### config.mk
export PLATFORM = sky130hd
export DESIGN_NAME = axis_pgroup_router
export DESIGN_NICKNAME = d
export VERILOG_FILES = /design/src/rtl/axis_pgroup_router.sv
export SDC_FILE = /design/constraint.sdc
export NUM_CORES = 2
export LEC_CHECK = 0
export CORE_UTILIZATION = 45
export DETAILED_ROUTE_END_ITERATION = 10
export PLACE_DENSITY_LB_ADDON = 0.2
export SYNTH_ARGS = -nofsm -noshare
export SYNTH_HDL_FRONTEND = slang
export SYNTH_MEMORY_MAX_BITS = 65536
export SYNTH_SLANG_ARGS = --single-unit
### constraint.sdc
create_clock -name clk -period 58.5 [get_ports clk]
set_input_delay 8.775 -clock clk [delete_from_list [all_inputs] [get_ports clk]]
set_output_delay 8.775 -clock clk [all_outputs]
set_load 0.005 [all_outputs]
### src/rtl/axis_pgroup_router.sv
// axis_pgroup_router
// Routes an AXI-Stream of pixel groups to IP_AMT image-processor channels.
// The first beat of each packet selects the channel through s_tdest_i. Every
// later beat of that packet follows the same channel, whatever its TDEST says.
// A packet with an out-of-range TDEST is accepted and discarded, and each
// discarded beat is counted. Each channel buffers beats in its own small FIFO,
// so back-pressure on one channel stalls only the packets routed to it.
//
// Ports
//   clk, rst         rising-edge clock, synchronous active-high reset
//   s_tdest_i        destination channel index of the incoming beat
//   s_tdata_i        incoming pixel group
//   s_tlast_i        end-of-packet marker
//   s_tvalid_i       slave valid
//   s_tready_o       slave ready
//   pgroup_o         per-channel FIFO head data, channel k at [k*IP_DATA_W +: IP_DATA_W]
//   pgroup_last_o    per-channel FIFO head TLAST
//   pgroup_valid_o   per-channel "FIFO not empty"
//   pgroup_ready_i   per-channel consumer ready; a beat pops on valid & ready
//   drop_cnt_o       saturating count of discarded beats
module axis_pgroup_router #(
    parameter int IP_AMT       = 4,
    parameter int IP_DATA_W    = 256,
    parameter int AXIS_TDEST_W = 4,
    parameter int FIFO_DEPTH   = 4,
    parameter int DROP_CNT_W   = 16
) (
    input  logic                        clk,
    input  logic                        rst,
    input  logic [AXIS_TDEST_W-1:0]     s_tdest_i,
    input  logic [IP_DATA_W-1:0]        s_tdata_i,
    input  logic                        s_tlast_i,
    input  logic                        s_tvalid_i,
    output logic                        s_tready_o,
    output logic [IP_AMT*IP_DATA_W-1:0] pgroup_o,
    output logic [IP_AMT-1:0]           pgroup_last_o,
    output logic [IP_AMT-1:0]           pgroup_valid_o,
    input  logic [IP_AMT-1:0]           pgroup_ready_i,
    output logic [DROP_CNT_W-1:0]       drop_cnt_o
);

    localparam int CH_W = (IP_AMT > 1) ? $clog2(IP_AMT) : 1;
    localparam int AW   = $clog2(FIFO_DEPTH);
    localparam int PW   = AW + 1;
    localparam logic [31:0] IP_AMT_L = 32'(IP_AMT);

    typedef enum logic [1:0] {
        IDLE  = 2'd0,
        ROUTE = 2'd1,
        DROP  = 2'd2
    } state_t;

    state_t                  state_r;
    logic [CH_W-1:0]         chan_r;
    logic [DROP_CNT_W-1:0]   drop_cnt_r;

    logic [CH_W-1:0]         dest_chan_s;
    logic [CH_W-1:0]         sel_chan_s;
    logic                    dest_ok_s;
    logic                    tready_s;
    logic                    accept_s;
    logic                    route_s;
    logic                    drop_s;
    logic [IP_AMT-1:0]       full_s;
    logic [IP_AMT-1:0]       empty_s;
    logic [IP_AMT-1:0]       push_s;
    logic [IP_AMT-1:0]       pop_s;

    // Decode the channel, derive ready and classify the accepted beat.
    // Ready looks only at pre-pop FIFO state, so it never depends on pgroup_ready_i.
    always_comb begin
        dest_ok_s   = (32'(s_tdest_i) < IP_AMT_L);
        dest_chan_s = s_tdest_i[CH_W-1:0];
        sel_chan_s  = (state_r == ROUTE) ? chan_r : dest_chan_s;
        tready_s    = 1'b0;
        if (rst) begin
            tready_s = 1'b0;
        end else begin
            case (state_r)
                IDLE: begin
                    if (dest_ok_s) begin
                        tready_s = ~full_s[dest_chan_s];
                    end else begin
                        tready_s = 1'b1;
                    end
                end
                ROUTE:   tready_s = ~full_s[chan_r];
                DROP:    tready_s = 1'b1;
                default: tready_s = 1'b0;
            endcase
        end
        accept_s = s_tvalid_i & tready_s;
        route_s  = accept_s & (((state_r == IDLE) & dest_ok_s) | (state_r == ROUTE));
        drop_s   = accept_s & (((state_r == IDLE) & ~dest_ok_s) | (state_r == DROP));
    end

    // One-hot write enable for the FIFO of the routed channel.
    always_comb begin
        push_s = {IP_AMT{1'b0}};
        if (route_s) begin
            push_s[sel_chan_s] = 1'b1;
        end else begin
            push_s = {IP_AMT{1'b0}};
        end
    end

    // Routing FSM, latched channel and saturating drop counter.
    always_ff @(posedge clk) begin
        if (rst) begin
            state_r    <= IDLE;
            chan_r     <= {CH_W{1'b0}};
            drop_cnt_r <= {DROP_CNT_W{1'b0}};
        end else begin
            if (accept_s) begin
                if (s_tlast_i) begin
                    state_r <= IDLE;
                end else begin
                    case (state_r)
                        IDLE: begin
                            if (dest_ok_s) begin
                                state_r <= ROUTE;
                                chan_r  <= dest_chan_s;
                            end else begin
                                state_r <= DROP;
                            end
                        end
                        ROUTE:   state_r <= ROUTE;
                        DROP:    state_r <= DROP;
                        default: state_r <= IDLE;
                    endcase
                end
            end
            if (drop_s && (drop_cnt_r != {DROP_CNT_W{1'b1}})) begin
                drop_cnt_r <= drop_cnt_r + DROP_CNT_W'(1);
            end
        end
    end

    for (genvar k = 0; k < IP_AMT; k++) begin : g_ch
        logic [IP_DATA_W:0] mem_r [FIFO_DEPTH];
        logic [PW-1:0]      wptr_r;
        logic [PW-1:0]      rptr_r;

        // The pointers carry one extra wrap bit, which tells full from empty.
        assign full_s[k]  = (wptr_r[PW-1] != rptr_r[PW-1]) && (wptr_r[AW-1:0] == rptr_r[AW-1:0]);
        assign empty_s[k] = (wptr_r == rptr_r);
        assign pop_s[k]   = ~empty_s[k] & pgroup_ready_i[k];

        // FIFO pointer update; push and pop may both happen in the same cycle.
        always_ff @(posedge clk) begin
            if (rst) begin
                wptr_r <= {PW{1'b0}};
                rptr_r <= {PW{1'b0}};
            end else begin
                if (push_s[k]) begin
                    wptr_r <= wptr_r + PW'(1);
                end
                if (pop_s[k]) begin
                    rptr_r <= rptr_r + PW'(1);
                end
            end
        end

        // FIFO storage of {tlast, tdata}; its contents do not matter while the FIFO is empty.
        always_ff @(posedge clk) begin
            if (push_s[k]) begin
                mem_r[wptr_r[AW-1:0]] <= {s_tlast_i, s_tdata_i};
            end
        end

        assign pgroup_o[k*IP_DATA_W +: IP_DATA_W] = mem_r[rptr_r[AW-1:0]][IP_DATA_W-1:0];
        assign pgroup_last_o[k]                   = mem_r[rptr_r[AW-1:0]][IP_DATA_W];
        assign pgroup_valid_o[k]                  = ~empty_s[k];
    end

    assign s_tready_o = tready_s;
    assign drop_cnt_o = drop_cnt_r;

endmodule

==> summary.md <==
| Metric | Value |
|---|---|
| Status | complete, no violations |
| Chip Height | 580 um |
| Design Area, Final | 0.182 mm2 |
| Die X | 580 um |
| DRC viols | 0 |
| Hold Crit Start | g_ch[0].wptr_r[2] |
| WS Path Type | in -> out |
| TritonCTS clock tree | built |
| Async SR Flop Fraction | 0% |
| DRT antenna net count | 0 |
| Worst-margin pin slew | 1.27 ns |
| Vias in the first global route | roughly 70000 |
| Crit. End Element | primary output |
| Worst hold endpoint | g_ch[0].wptr_r[2] |
| Area after DPL | 0.169 mm2 |
| Fin crit period | between 15 and 20 ns |
| Busiest layer in global routing | met2 |
| Fmax | roughly 0.050 GHz |
| Final Wtd Congestion | 0.811 |
| Synthesized netlist cell count | 5682 |
| Post-synth EDFFs | 4112 |
| Worst R2R Start | state_r[0] |
| Total Die Area | approximately 0.34 mm2 |
| Total gr overflow | 0 |
| # IOs | 1317 |
| PostCTS Resize Cnt | 0 |
| Clock skew | 0.0407 ns |
| H-tree levels | 5 |
| M1 GR Usage | around 30% |
| Via count | 69644 |
| Met3 Usage GRT | 7.50% |
| Warnings, synthesis | 0 |
| Hold Crit Class | reg -> reg |
| Synthesized net count | around 6000 |
| Yosys cell types | 47 |
| TritonCTS Sinks | 4164 |
| Yosys top cell area share | around 80% |
| R2R setup slack | ~53 ns |
| Max transition margin | 15.1% |
| # fillers | 24426 |
| Sequential area share after synthesis | 82.8% |
| Total of max-cap violations | 0 |
| Pwr dens | 33.0 mW/mm2 |
| Nets | between 7000 and 8000 |
| Final Max Tran Viols | 0 |
| Total CTS buffers | 423 |
| Final core occ | between 50 and 60% |
| Core area | 0.331 mm2 |
| Most used DFF post-synth | edfxtp_1 |
| First-pass GRT wire length | 561000 um |
| Dominant cells by area after synthesis | edfxtp_1 (82%), mux4_2 (15%), dfxtp_1 (0.69%) |
| Initial Util | a little under half |
| GRT met2 Usage | between 30% and 40% |
| Area grow syn2layout | 21.4% |
| CP startpoint kind | primary input |
| Layout cell share with drive strength beyond 1 | 22.8% |
| Yosys top cell by area | edfxtp_1 |
| Clk buf depth | 4 |
| Cts hold-fix bufs | 0 |
| Worst skew pair latency | 0.93 ns |
| RSZ-0062 raised after global routing | no |
| Gr usage total | 23.8% |
| Iteration-0 DRC Markers | 6548 |
| Postcts setup bufs | 0 |
| 1st-pass router iterations | 7 |
| Initial antenna violation count | 55 |
| Dpl cells | 11258 |
| Vias per Instance | 5.78 |
| Non-Filler Instances | 12040 |
| Hpwl dp | 247000 um |
| Setup_tns | 0 ns |
| Worst EP required | 49.73 ns |
| Final Setup Violations | 0 |
| Worst-path clk slew | approximately 0.060 ns |
| Clk root buf | clkbuf_16 |
| Commonest cells after routing, fill and taps aside | edfxtp_1 (4112), clkdlybuf4s50_1 (1315), mux4_2 (1028) |
| Pleak | 55.5 nW |
| Worst VDD drop | 0.0272 mV |
| Reg2reg end | g_ch[0].mem_r[3][82] |
| Final hold violations | 0 |
| Num rows | 211 |
| Most common cell after layout, fill and taps aside | edfxtp_1 |
| Yosys reg bits | 4164 |
| Fin crit share | between 30 and 40% |
| Largest net degree at the start of global routing | 103 |
| Cell Area, Synth | ~0.15 mm2 |
| Syn Area/Cell | 26.5 um2 |
| Worst EP arrival | approximately 11 ns |
| DR WL/cell | about 34 um |
| Worst r2r path cells | 9 |
| Final WL | 404000 um |
| Worst Hold Depth | 1 |
| Port bufs | 1316 |
| Crit Path Max Fanout | 7 |
power by group:
part / total [mW] / switching [mW] / internal [mW]
Combinational: 0.147 / 0.0857 / 0.0613
Clock: 2.59 / 1.11 / 1.48
Sequential: 3.29 / 0.00283 / 3.28
Total: 6.03 / 1.20 / 4.83
per-stage QoR:
stage | hold WS, ns | power [mW] | worst slack, ns
6_report | 0.504 | 6.03 | 38.58
5_1_grt | 0.510 | 6.19 | 38.44
4_1_cts | 0.502 | 6.07 | 38.58
3_5_place_dp | 0.489 | 3.50 | 38.59
3_3_place_gp | 0.472 | 3.49 | 38.37
2_1_floorplan | 0.455 | 3.39 | 23.33
worst max-delay path, cell delays in order:
cell and delay (ns):
clkdlybuf4s50_1 0.53, and3b_1 0.25, a2bb2oi_1 0.16, o22ai_1 0.25, a2111oi_0 0.56, clkdlybuf4s50_1 0.61
cells by family after synthesis:
logic type	Yosys count	share of synthesized area [%]
xor+xnor	37	0.216
compound gates	32	0.150
simple gates	140	0.478
fa+ha+maj	21	0.175
mux	1035	15.4
flops	4164	82.8
buf+inv	253	0.707
Yosys cell counts, types with 2 or more instances:
cell type,instances
a21oi_1,8
a2bb2oi_1,2
and2_1,12
and2_4,3
and3_1,3
and4_1,2
buf_1,37
buf_2,90
clkbuf_1,113
dfxtp_1,52
edfxtp_1,4112
ha_1,21
inv_1,13
mux2i_1,7
mux4_2,1028
nand2_1,29
nand2b_1,5
nand3_1,14
nor2_1,46
nor2b_1,2
nor3_1,2
nor3_2,3
nor4_1,3
nor4_2,2
o21ai_0,6
o31ai_1,4
o41ai_1,2
or3_1,7
xnor2_1,18
xor2_1,19
registers in the layout (all words and copies together) (netlist names), named ones only:
signal,count
state_r,2
drop_cnt_o,16
g_ch.rptr_r,12
g_ch.mem_r,4112
g_ch.wptr_r,12
chan_r,2
area by class of cell:
cell class,instances,area (um2),area share (%)
flip-flops and latches,4164,125000,68.3
multi-input cells,1265,24800,13.6
repair buffers,1450,14300,7.84
clock buffers,536,11200,6.12
well taps,4366,5460,2.99
clock inverters,229,2090,1.15
inverters,13,48.8,0.0267
diodes,17,42.5,0.0233
worst max path at each step:
stage	endpoint	depth (start not counted)	startpoint	slack (ns)
after detailed placement	s_tready_o	6	s_tdest_i[3]	38.59
after floorplan	g_ch[2].mem_r[3][0]	4	s_tdest_i[3]	23.33
final	s_tready_o	6	s_tdest_i[1]	38.58
after global routing	s_tready_o	6	s_tdest_i[3]	38.44
after global placement	s_tready_o	6	s_tdest_i[1]	38.37
after CTS	s_tready_o	6	s_tdest_i[3]	38.58
per-layer routing:
layer / share of wire (%) / routed length (um) / vias up
met5: 0.082 / 333 / -
met4: 3.6 / 14400 / 54
met3: 9.4 / 38000 / 591
met2: 49 / 200000 / 2699
met1: 37 / 152000 / 38333
li1: - / - / 27967
Note: power is estimated with default switching activity, not from simulation.
